File: src/rtl/clock_field.sv
// Parametrised BCD field register for the digital clock: run-mode tick counting with
// MIN/MAX wrap and carry, edit-mode add/sub stepping with press-and-hold auto-repeat.
module clock_field #(
  parameter int DIGITS      = 2,
  parameter int MIN_VALUE   = 0,
  parameter int MAX_VALUE   = 59,
  parameter int RESET_VALUE = MIN_VALUE,
  parameter int HOLD_CYCLES = 50_000_000,
  parameter int RATE_CYCLES = 10_000_000
) (
  input  logic                  sysclk,
  input  logic                  rst,
  input  logic                  tick,
  input  logic                  keep,
  input  logic                  edit,
  input  logic                  add,
  input  logic                  sub,
  input  logic                  clear,
  input  logic                  load,
  input  logic [4*DIGITS-1:0]   load_value,
  output logic [4*DIGITS-1:0]   value,
  output logic                  carry,
  output logic                  borrow,
  output logic                  load_err
);

  localparam int VW      = 4 * DIGITS;
  localparam int CNT_TOP = (HOLD_CYCLES > RATE_CYCLES) ? HOLD_CYCLES : RATE_CYCLES;
  localparam int CW      = $clog2(CNT_TOP + 1);

  // The first repeat fires HOLD_CYCLES after the press cycle itself, so the
  // hold counter (restarted at the press step) tops out one count earlier.
  localparam logic [CW-1:0] HOLD_LAST   = CW'(HOLD_CYCLES - 2);
  localparam logic [CW-1:0] REPEAT_LAST = CW'(RATE_CYCLES - 1);
  localparam logic [VW-1:0] MIN_BIN     = VW'(MIN_VALUE);
  localparam logic [VW-1:0] MAX_BIN     = VW'(MAX_VALUE);
  localparam logic [VW-1:0] RST_BIN     = VW'(RESET_VALUE);

  typedef enum logic [1:0] {
    ST_IDLE   = 2'd0,
    ST_HOLD   = 2'd1,
    ST_REPEAT = 2'd2
  } state_t;

  function automatic logic [VW-1:0] bcd_to_bin(input logic [VW-1:0] b);
    logic [VW-1:0] acc;
    acc = '0;
    for (int i = DIGITS - 1; i >= 0; i--) begin
      acc = acc * VW'(10) + VW'(b[4*i +: 4]);
    end
    return acc;
  endfunction

  function automatic logic [VW-1:0] bin_to_bcd(input logic [VW-1:0] v);
    logic [VW-1:0] r;
    logic [VW-1:0] t;
    r = '0;
    t = v;
    for (int i = 0; i < DIGITS; i++) begin
      r[4*i +: 4] = 4'(t % VW'(10));
      t = t / VW'(10);
    end
    return r;
  endfunction

  function automatic logic bcd_valid(input logic [VW-1:0] b);
    logic ok;
    ok = 1'b1;
    for (int i = 0; i < DIGITS; i++) begin
      if (b[4*i +: 4] > 4'd9) begin
        ok = 1'b0;
      end else begin
        ok = ok;
      end
    end
    return ok;
  endfunction

  function automatic logic in_range(input logic [VW-1:0] v);
    int iv;
    iv = int'(v);
    return (iv >= MIN_VALUE) && (iv <= MAX_VALUE);
  endfunction

  state_t        state_r, state_n_s;
  logic [CW-1:0] cnt_r, cnt_n_s;
  logic          dir_up_r;
  logic          press_s, abort_s, dir_chg_s;
  logic          step_s, step_up_s;

  logic [VW-1:0] value_r;
  logic          carry_r, borrow_r, load_err_r;
  logic [VW-1:0] cur_bin_s, ld_bin_s, nxt_bin_s;
  logic          ld_ok_s, carry_n_s, borrow_n_s, lerr_n_s;

  assign press_s   = add ^ sub;
  assign abort_s   = clear | load | ~edit | ~press_s;
  assign dir_chg_s = press_s & (add != dir_up_r);

  // Repeat FSM state, hold/rate counter and last pressed direction.
  always_ff @(posedge sysclk) begin
    if (rst) begin
      state_r  <= ST_IDLE;
      cnt_r    <= '0;
      dir_up_r <= 1'b0;
    end else begin
      state_r  <= state_n_s;
      cnt_r    <= cnt_n_s;
      dir_up_r <= press_s ? add : dir_up_r;
    end
  end

  // Repeat FSM next state and counter.
  always_comb begin
    state_n_s = state_r;
    cnt_n_s   = cnt_r;
    if (abort_s) begin
      state_n_s = ST_IDLE;
      cnt_n_s   = '0;
    end else begin
      case (state_r)
        ST_IDLE: begin
          state_n_s = ST_HOLD;
          cnt_n_s   = '0;
        end
        ST_HOLD: begin
          if (dir_chg_s) begin
            cnt_n_s = '0;
          end else if (cnt_r == HOLD_LAST) begin
            state_n_s = ST_REPEAT;
            cnt_n_s   = '0;
          end else begin
            cnt_n_s = cnt_r + CW'(1);
          end
        end
        ST_REPEAT: begin
          if (dir_chg_s) begin
            state_n_s = ST_HOLD;
            cnt_n_s   = '0;
          end else if (cnt_r == REPEAT_LAST) begin
            cnt_n_s = '0;
          end else begin
            cnt_n_s = cnt_r + CW'(1);
          end
        end
        default: begin
          state_n_s = ST_IDLE;
          cnt_n_s   = '0;
        end
      endcase
    end
  end

  // Repeat FSM step request (Mealy on the held button).
  always_comb begin
    step_s    = 1'b0;
    step_up_s = add;
    if (abort_s) begin
      step_s = 1'b0;
    end else begin
      case (state_r)
        ST_IDLE:   step_s = 1'b1;
        ST_HOLD:   step_s = dir_chg_s | (cnt_r == HOLD_LAST);
        ST_REPEAT: step_s = dir_chg_s | (cnt_r == REPEAT_LAST);
        default:   step_s = 1'b0;
      endcase
    end
  end

  assign cur_bin_s = bcd_to_bin(value_r);
  assign ld_bin_s  = bcd_to_bin(load_value);
  assign ld_ok_s   = bcd_valid(load_value) & in_range(ld_bin_s);

  // Next field value and chaining pulses, in clear > load > edit > tick order.
  always_comb begin
    nxt_bin_s  = cur_bin_s;
    carry_n_s  = 1'b0;
    borrow_n_s = 1'b0;
    lerr_n_s   = 1'b0;
    if (clear) begin
      nxt_bin_s = MIN_BIN;
    end else if (load) begin
      if (ld_ok_s) begin
        nxt_bin_s = ld_bin_s;
      end else begin
        lerr_n_s = 1'b1;
      end
    end else if (edit) begin
      if (step_s && step_up_s) begin
        nxt_bin_s = (cur_bin_s == MAX_BIN) ? MIN_BIN : cur_bin_s + VW'(1);
      end else if (step_s) begin
        if (cur_bin_s == MIN_BIN) begin
          nxt_bin_s  = MAX_BIN;
          borrow_n_s = 1'b1;
        end else begin
          nxt_bin_s = cur_bin_s - VW'(1);
        end
      end else begin
        nxt_bin_s = cur_bin_s;
      end
    end else if (tick && !keep) begin
      if (cur_bin_s == MAX_BIN) begin
        nxt_bin_s = MIN_BIN;
        carry_n_s = 1'b1;
      end else begin
        nxt_bin_s = cur_bin_s + VW'(1);
      end
    end else begin
      nxt_bin_s = cur_bin_s;
    end
  end

  // Registered field value and pulse outputs.
  always_ff @(posedge sysclk) begin
    if (rst) begin
      value_r    <= bin_to_bcd(RST_BIN);
      carry_r    <= 1'b0;
      borrow_r   <= 1'b0;
      load_err_r <= 1'b0;
    end else begin
      value_r    <= bin_to_bcd(nxt_bin_s);
      carry_r    <= carry_n_s;
      borrow_r   <= borrow_n_s;
      load_err_r <= lerr_n_s;
    end
  end

  assign value    = value_r;
  assign carry    = carry_r;
  assign borrow   = borrow_r;
  assign load_err = load_err_r;

endmodule
File: config.mk
export PLATFORM = sky130hd
export DESIGN_NAME = clock_field
export DESIGN_NICKNAME = d
export VERILOG_FILES = /design/src/rtl/clock_field.sv
export SDC_FILE = /design/constraint.sdc
export NUM_CORES = 1
export LEC_CHECK = 0
export BUFFER_PORTS_ARGS = -buffer_cell sky130_fd_sc_hd__buf_2
export CORE_ASPECT_RATIO = 0.7
export CORE_MARGIN = 2
export CORE_UTILIZATION = 63
export DETAILED_ROUTE_END_ITERATION = 7
export PLACE_DENSITY_LB_ADDON = 0.08
export SYNTH_ARGS = -nofsm -noshare
export SYNTH_HDL_FRONTEND = slang
export SYNTH_SLANG_ARGS = --single-unit
File: constraint.sdc
create_clock -name sysclk -period 7.3 [get_ports sysclk]
set_input_delay 1.825 -clock sysclk [delete_from_list [all_inputs] [get_ports sysclk]]
set_output_delay 1.825 -clock sysclk [all_outputs]
set_load 0.01 [all_outputs]
After elaboration in Yosys (flattened, before gate mapping)
Index checks and enable logic that the tools add are counted.

word-level totals
  register bits after elaboration = 40
  bits of input ports = 17
  output and inout port bits = 11
  logic and storage cells = 77

cells by class
  $add $sub $neg = 5
  multiply operators = 2
  divide/modulo/power cells = 3
  order comparisons = 3
  equality and inequality tests = 9
  mux-type cells = 25
  bitwise operators = 13
  reduce and logical (&&, ||, !) cells = 10

operator list
  operator                                                                count
  26-bit 2-to-1 mux                                                       4
  8-bit 2-to-1 mux                                                        9
  26-bit case mux with 2 select lines                                     1
  26-bit by 1-bit adder with 26-bit output, second input constant         1
  26-bit by 24-bit == test with 1-bit output, second input constant       1
  26-bit == test, second input constant                                   1
  8-bit by 4-bit adder with 8-bit output                                  2
  8-bit by 4-bit remainder unit with 8-bit output, second input constant  2
  4-bit by 3-bit multiplier with 7-bit output, second input constant      2
  8-bit by 1-bit adder with 8-bit output, second input constant           1
  8-bit by 4-bit divider with 8-bit output, second input constant         1
  8-bit by 6-bit == test with 1-bit output, second input constant         1
  4-bit greater-than comparator, second input constant                    2
  8-bit by 6-bit <= comparator with 1-bit output, second input constant   1
  8-bit logical NOT                                                       1
  8-bit by 1-bit subtractor with 8-bit output, second input constant      1
  1-bit 2-to-1 mux                                                        6
  2-bit 2-to-1 mux                                                        3
  2-bit != test, second input constant                                    3
  2-bit case mux with 3 select lines                                      1
  6-bit OR reduction                                                      1
  1-bit NOT                                                               5
  1-bit bitwise OR                                                        5
  5-bit OR reduction                                                      1
  other kinds (12)                                                        14

Depth between registers and ports, before layout
  depth in word-level cells = 12
  mapped depth = 24
  mapped depth without buffers = 22

Worst setup path after synthesis
No wires, ideal clock.

  path type = input port to flip-flop
  from = in load_value[5]
  to = reg value_r[7], in the netlist value[7]
  data arrival time = 6.348 ns
  data required time = 7.225 ns
  path slack = 0.878 ns
  stages = 24
  path through = ha_1 -> ha_1 -> inv_1 -> fa_1 -> and3_1 -> o211a_1 -> nor3_1 -> o211a_1 -> nand3b_1 -> a311o_1 -> or2_1 -> buf_6 -> buf_2 -> nand2_1 -> nor2_1 -> a21oi_1 -> ha_1 -> a21oi_1 -> o21bai_1 -> o21ai_0 -> a31o_2 -> ha_1 -> or3_1 -> a31oi_1

on the way
  word-level cells in the longest chain between the ends = 9
  elaborated cells between the ends (all ways) = 11

RTL lines
  element                                            line  source
  start, declared                                    20    input logic [4*DIGITS-1:0] load_value,
  4-bit by 3-bit multiplier with 7-bit output        49    acc = acc * VW'(10) + VW'(b[4*i +: 4]);
  8-bit by 4-bit adder with 8-bit output             49
  8-bit by 6-bit <= comparator with 1-bit output     82    return (iv >= MIN_VALUE) && (iv <= MAX_VALUE);
  1-bit AND                                          172   assign ld_ok_s = bcd_valid(load_value) & in_range(ld_bin_s);
  8-bit 2-to-1 mux *                                 183   if (ld_ok_s) begin
  8-bit 2-to-1 mux *                                 182   end else if (load) begin
  8-bit 2-to-1 mux *                                 180   if (clear) begin
  8-bit by 4-bit divider with 8-bit output *         61    t = t / VW'(10);
  8-bit by 4-bit remainder unit with 8-bit output *  60    r[4*i +: 4] = 4'(t % VW'(10));
  end signal, assigned                               216   value_r <= bin_to_bcd(RST_BIN);
  end signal, assigned                               221   value_r <= bin_to_bcd(nxt_bin_s);
  end, declared                                      91    logic [VW-1:0] value_r;

Mark *: on every way between the ends. The rest lies on a longest branch, timed or not.
A chain may end at the register's enable or synchronous reset.

Worst setup path in the final report
  from = in load_value[7]
  to = reg value_r[7], in the netlist value[7]

Same word-level chain as after synthesis.

==> impl_metrics.prom <==
# TYPE chip_impl_metric gauge
chip_impl_metric{name="hpwlAfterDp",unit="microns"} 8900
chip_impl_metric{name="power_density_over_the_cells",unit="nW/um^2"} 235
chip_impl_metric{name="tightest_slew_margin_relative_to_the_limit",unit="%"} 26.8
chip_impl_metric{name="drt-initial-drc-count",unit=""} 429
chip_impl_metric{name="drv_cap",unit=""} 0
chip_impl_metric{name="timing.setup.tns",unit="ps"} 0
chip_impl_info{name="yosys_most_used_dff",value="sky130_fd_sc_hd__dfxtp_1"} 1
chip_impl_metric{name="place.gp.congestion",unit=""} 0.967
chip_impl_info{name="worst_setup_path_end_kind",value="flop"} 1
chip_impl_metric{name="worst-endpoint-required",unit="ps"} 7530
chip_impl_metric{name="critical_path.max_fanout",unit=""} 14
chip_impl_metric{name="ys_types",unit=""} 85
chip_impl_metric{name="ctsHoldBuffers",unit=""} 0
chip_impl_metric{name="numClockSinks",unit=""} 40
chip_impl_metric{name="asyncSetResetFlopFracSynth",unit="%"} 0
chip_impl_metric{name="synth.yosys.seq_area_share",unit="%"} 18.2
chip_impl_metric{name="finalHoldViolations",unit=""} 0
chip_impl_metric{name="antenna_violations_before_repair",unit=""} 0
chip_impl_metric{name="syn2layout_area_growth",unit="%"} 6.74
chip_impl_metric{name="vias",unit=""} 4547
chip_impl_metric{name="netlist_area",unit="sq um"} 4400
chip_impl_metric{name="finalCritPeriodShare",unit="%"} 92.0
chip_impl_info{name="start_kind",value="input pin"} 1
chip_impl_metric{name="grt.total_usage",unit="%"} 30.4
chip_impl_metric{name="timing.fmax",unit="GHz"} 0.149
chip_impl_info{name="synth_top_cell_by_area",value="sky130_fd_sc_hd__dfxtp_1"} 1
chip_impl_metric{name="path_clk_slew",unit="ps"} 80
chip_impl_metric{name="final_layout_size_suffix_gt1_share",unit="%"} 11.7
chip_impl_metric{name="postRouteWirelength",unit="microns"} 11600
chip_impl_metric{name="postLayoutSetupSlackWorst",unit="ps"} 582
chip_impl_metric{name="die_w",unit="microns"} 104
chip_impl_metric{name="synthCells",unit=""} 580
chip_impl_info{name="rsz0062_at_grt",value="no"} 1
chip_impl_metric{name="number_of_antenna_violating_nets_in_the_routed_design",unit=""} 0
chip_impl_metric{name="post_synth.cell_area_avg",unit="sq um"} 7.58
chip_impl_metric{name="design_power_total",unit="W"} 0.00110
chip_impl_metric{name="globalRouteOverflowTotal",unit=""} 0
chip_impl_metric{name="placedInstanceArea",unit="sq um"} 4580
chip_impl_metric{name="cts_setup_buffers",unit=""} 0
chip_impl_metric{name="place_ws",unit="ps"} 321
chip_impl_metric{name="period_needed",unit="ps"} 6720
chip_impl_metric{name="synth_top_area_share",unit="%"} 18.2
chip_impl_metric{name="rows",unit=""} 25
chip_impl_metric{name="report.final.slew_viol_count",unit=""} 0
chip_impl_metric{name="buffer_ports.inserted",unit=""} 27
chip_impl_metric{name="power_leakage",unit="nW"} 1.76
chip_impl_metric{name="timing.final.setup_violations",unit=""} 0
chip_impl_metric{name="synth_edf_count",unit=""} 0
chip_impl_metric{name="synth.ff_latch_count",unit=""} 40
chip_impl_info{name="crit_type",value="input pin to flop"} 1
chip_impl_metric{name="h-tree-depth",unit=""} 2
chip_impl_metric{name="grt_pass1_wl",unit="microns"} 19000
chip_impl_metric{name="clock_latency",unit="ps"} 300
chip_impl_metric{name="vdd_drop_max",unit="V"} 0.000118
chip_impl_metric{name="timing.reg2reg.worst_path_depth",unit=""} 19
chip_impl_metric{name="syn-num-nets",unit=""} 627
chip_impl_metric{name="holdPathStages",unit=""} 1
chip_impl_metric{name="number_of_global_route_vias_before_repair",unit=""} 3889
chip_impl_metric{name="route.detailed.drc",unit=""} 0
chip_impl_metric{name="holdWs",unit="ps"} 485
chip_impl_metric{name="viasPerCell",unit=""} 6.59
chip_impl_metric{name="yosys_warnings",unit=""} 0
chip_impl_metric{name="cts_inserted_buffers",unit=""} 5
chip_impl_metric{name="clock_path_buffers",unit=""} 2
chip_impl_info{name="status",value="completed"} 1
chip_impl_metric{name="fin_worst_skew",unit="ps"} 8.08
chip_impl_metric{name="design.core.area",unit="sq um"} 6760
chip_impl_metric{name="detail_route.first_pass.iterations",unit=""} 5
chip_impl_metric{name="chipHeight",unit="microns"} 73.9
chip_impl_info{name="min-delay-path-class",value="flop to flop"} 1
chip_impl_info{name="ctsRootBufferMaster",value="sky130_fd_sc_hd__clkbuf_8"} 1
chip_impl_info{name="yosys-top-cells-area",value="sky130_fd_sc_hd__dfxtp_1 (18%), sky130_fd_sc_hd__ha_1 (7.4%), sky130_fd_sc_hd__nor2_1 (5.5%)"} 1
chip_impl_metric{name="timing_worst_slew_pin_value",unit="ps"} 1100
chip_impl_metric{name="initial_utilization",unit="%"} 65.1
chip_impl_metric{name="wl_per_cell",unit="microns"} 16.8
chip_impl_metric{name="fillCellCount",unit=""} 618
chip_impl_metric{name="die_area",unit="sq um"} 7670
chip_impl_metric{name="post_cts_resized",unit=""} 0
chip_impl_info{name="tritoncts",value="yes"} 1
chip_impl_metric{name="worstPathArrival",unit="ps"} 6940
chip_impl_metric{name="top_level_ports",unit=""} 28
chip_impl_metric{name="finalNetCount",unit=""} 642
chip_impl_metric{name="grt_max_degree",unit=""} 27
chip_impl_metric{name="finished_cell_area",unit="sq um"} 4690
chip_impl_metric{name="diodes",unit=""} 0
==> critical path, cell delays in order <==
cell                       delay [ps]
sky130_fd_sc_hd__buf_2            160
sky130_fd_sc_hd__ha_1             300
sky130_fd_sc_hd__ha_1             190
sky130_fd_sc_hd__inv_1             60
sky130_fd_sc_hd__fa_1             460
sky130_fd_sc_hd__xnor2_1          320
sky130_fd_sc_hd__xor2_1           120
sky130_fd_sc_hd__a21o_1           230
sky130_fd_sc_hd__o211ai_1         410
sky130_fd_sc_hd__nand2_1          110
sky130_fd_sc_hd__a311o_1          360
sky130_fd_sc_hd__or2_1            380
sky130_fd_sc_hd__nand2_1          240
sky130_fd_sc_hd__a21o_1           140
sky130_fd_sc_hd__a21oi_1           80
sky130_fd_sc_hd__ha_1             360
sky130_fd_sc_hd__o221a_2          300
sky130_fd_sc_hd__o32ai_1          200
sky130_fd_sc_hd__o21ai_1          220
sky130_fd_sc_hd__or3_1            340
sky130_fd_sc_hd__a31oi_1          120
==> cell families after synthesis <==
family | Yosys count | synth area share [%]
AOI/OAI and AO/OA | 175 | 29.7
xor gates and xnor gates | 40 | 7.97
adders and majority gates | 31 | 9.48
DFF | 40 | 18.2
muxes | 2 | 0.512
and+or+nand+nor | 247 | 29.7
buffers and inverters | 45 | 4.50
==> where the power goes <==
group / switching, W / internal (W) / leakage (nW) / total, W
sequential: 0.0000122 / 0.000231 / 0.324 / 0.000243
clock: 0.0000841 / 0.000101 / 0.0541 / 0.000185
combinational: 0.000432 / 0.000241 / 1.38 / 0.000673
==> synthesized netlist by cell type, types with 3 or more instances <==
master,n
sky130_fd_sc_hd__nand4b_1,3
sky130_fd_sc_hd__nor4_1,8
sky130_fd_sc_hd__and3_1,15
sky130_fd_sc_hd__xnor2_1,18
sky130_fd_sc_hd__nor3_1,13
sky130_fd_sc_hd__a21o_1,10
sky130_fd_sc_hd__nor2_1,65
sky130_fd_sc_hd__and4_1,7
sky130_fd_sc_hd__or2_2,3
sky130_fd_sc_hd__nand2_1,41
sky130_fd_sc_hd__a211o_1,5
sky130_fd_sc_hd__o21a_1,3
sky130_fd_sc_hd__a311oi_1,3
sky130_fd_sc_hd__and2_1,6
sky130_fd_sc_hd__inv_1,18
sky130_fd_sc_hd__clkbuf_1,14
sky130_fd_sc_hd__buf_2,8
sky130_fd_sc_hd__dfxtp_1,40
sky130_fd_sc_hd__a21boi_0,4
sky130_fd_sc_hd__xor2_1,22
sky130_fd_sc_hd__a21oi_1,40
sky130_fd_sc_hd__o211ai_1,12
sky130_fd_sc_hd__nor2b_1,5
sky130_fd_sc_hd__a211oi_1,6
sky130_fd_sc_hd__nand4_1,15
sky130_fd_sc_hd__or3_1,5
sky130_fd_sc_hd__o21ai_0,23
sky130_fd_sc_hd__o32ai_1,5
sky130_fd_sc_hd__o221ai_1,4
sky130_fd_sc_hd__o31ai_1,3
sky130_fd_sc_hd__fa_1,4
sky130_fd_sc_hd__nand3b_1,6
sky130_fd_sc_hd__nand3_1,29
sky130_fd_sc_hd__ha_1,26
sky130_fd_sc_hd__o211a_1,5
sky130_fd_sc_hd__or4_1,3
sky130_fd_sc_hd__nand2b_1,9
sky130_fd_sc_hd__o2111ai_1,6
sky130_fd_sc_hd__a31oi_1,10
==> state kept, by name, summed over array words and instances, names as in the netlist <==
register	cells
borrow	1
dir_up_r	1
carry	1
value	8
state_r	2
load_err	1
cnt_r	26
==> through the flow <==
step,utilization [%],std cells
6_report,69.5,690
5_1_grt,69.5,690
4_1_cts,69.5,690
3_5_place_dp,67.8,682
3_3_place_gp,67.8,682
2_1_floorplan,-,580
==> per-layer routing <==
layer	GRT usage [%]	share of wire [%]	wire, microns
met5	0	0	0
met4	6.16	0.95	110
met3	8.34	10	1200
met2	45.3	41	4750
met1	44.1	48	5570
==> cells in the final DEF, fill, tap and decap left out, drive strengths merged, types with 5 or more instances in the layout <==
master	count
clkbuf	5
nand2	41
nor4	9
and3	15
inv	18
o211ai	14
ha	26
a21oi	41
a21o	10
a211oi	9
or2	5
or3	5
nor2	67
o21ai	24
nand3b	6
and4	7
xor2	22
nor2b	5
nor3	13
o211a	5
buf	34
dfxtp	40
a211o	5
xnor2	18
o31ai	5
o32ai	5
a31oi	10
nand2b	9
o2111ai	6
nand3	30
o221ai	5
and2	7
nand4	15
==> area by class of cell <==
class | count | area, sq um | area share, %
sequential | 40 | 801 | 17.1
clock buffer | 5 | 68.8 | 1.47
tap | 94 | 118 | 2.51
timing repair buffer | 34 | 188 | 4.00
multi-input combinational | 495 | 3400 | 72.5
inverter | 19 | 71.3 | 1.52
clock inverter | 3 | 42.5 | 0.906
==> path summary, 6_finish.rpt <==
check / from / to / slack, ps
min reg2reg: cnt_r[0]$_SDFF_PP0_ / cnt_r[0]$_SDFF_PP0_ / 490
max: load_value[7] / value[7]$_SDFF_PP0_ / 580
min: cnt_r[0]$_SDFF_PP0_ / cnt_r[0]$_SDFF_PP0_ / 490
max reg2reg: value[7]$_SDFF_PP0_ / value[7]$_SDFF_PP0_ / 1330
(Power assumes the default switching activity.)
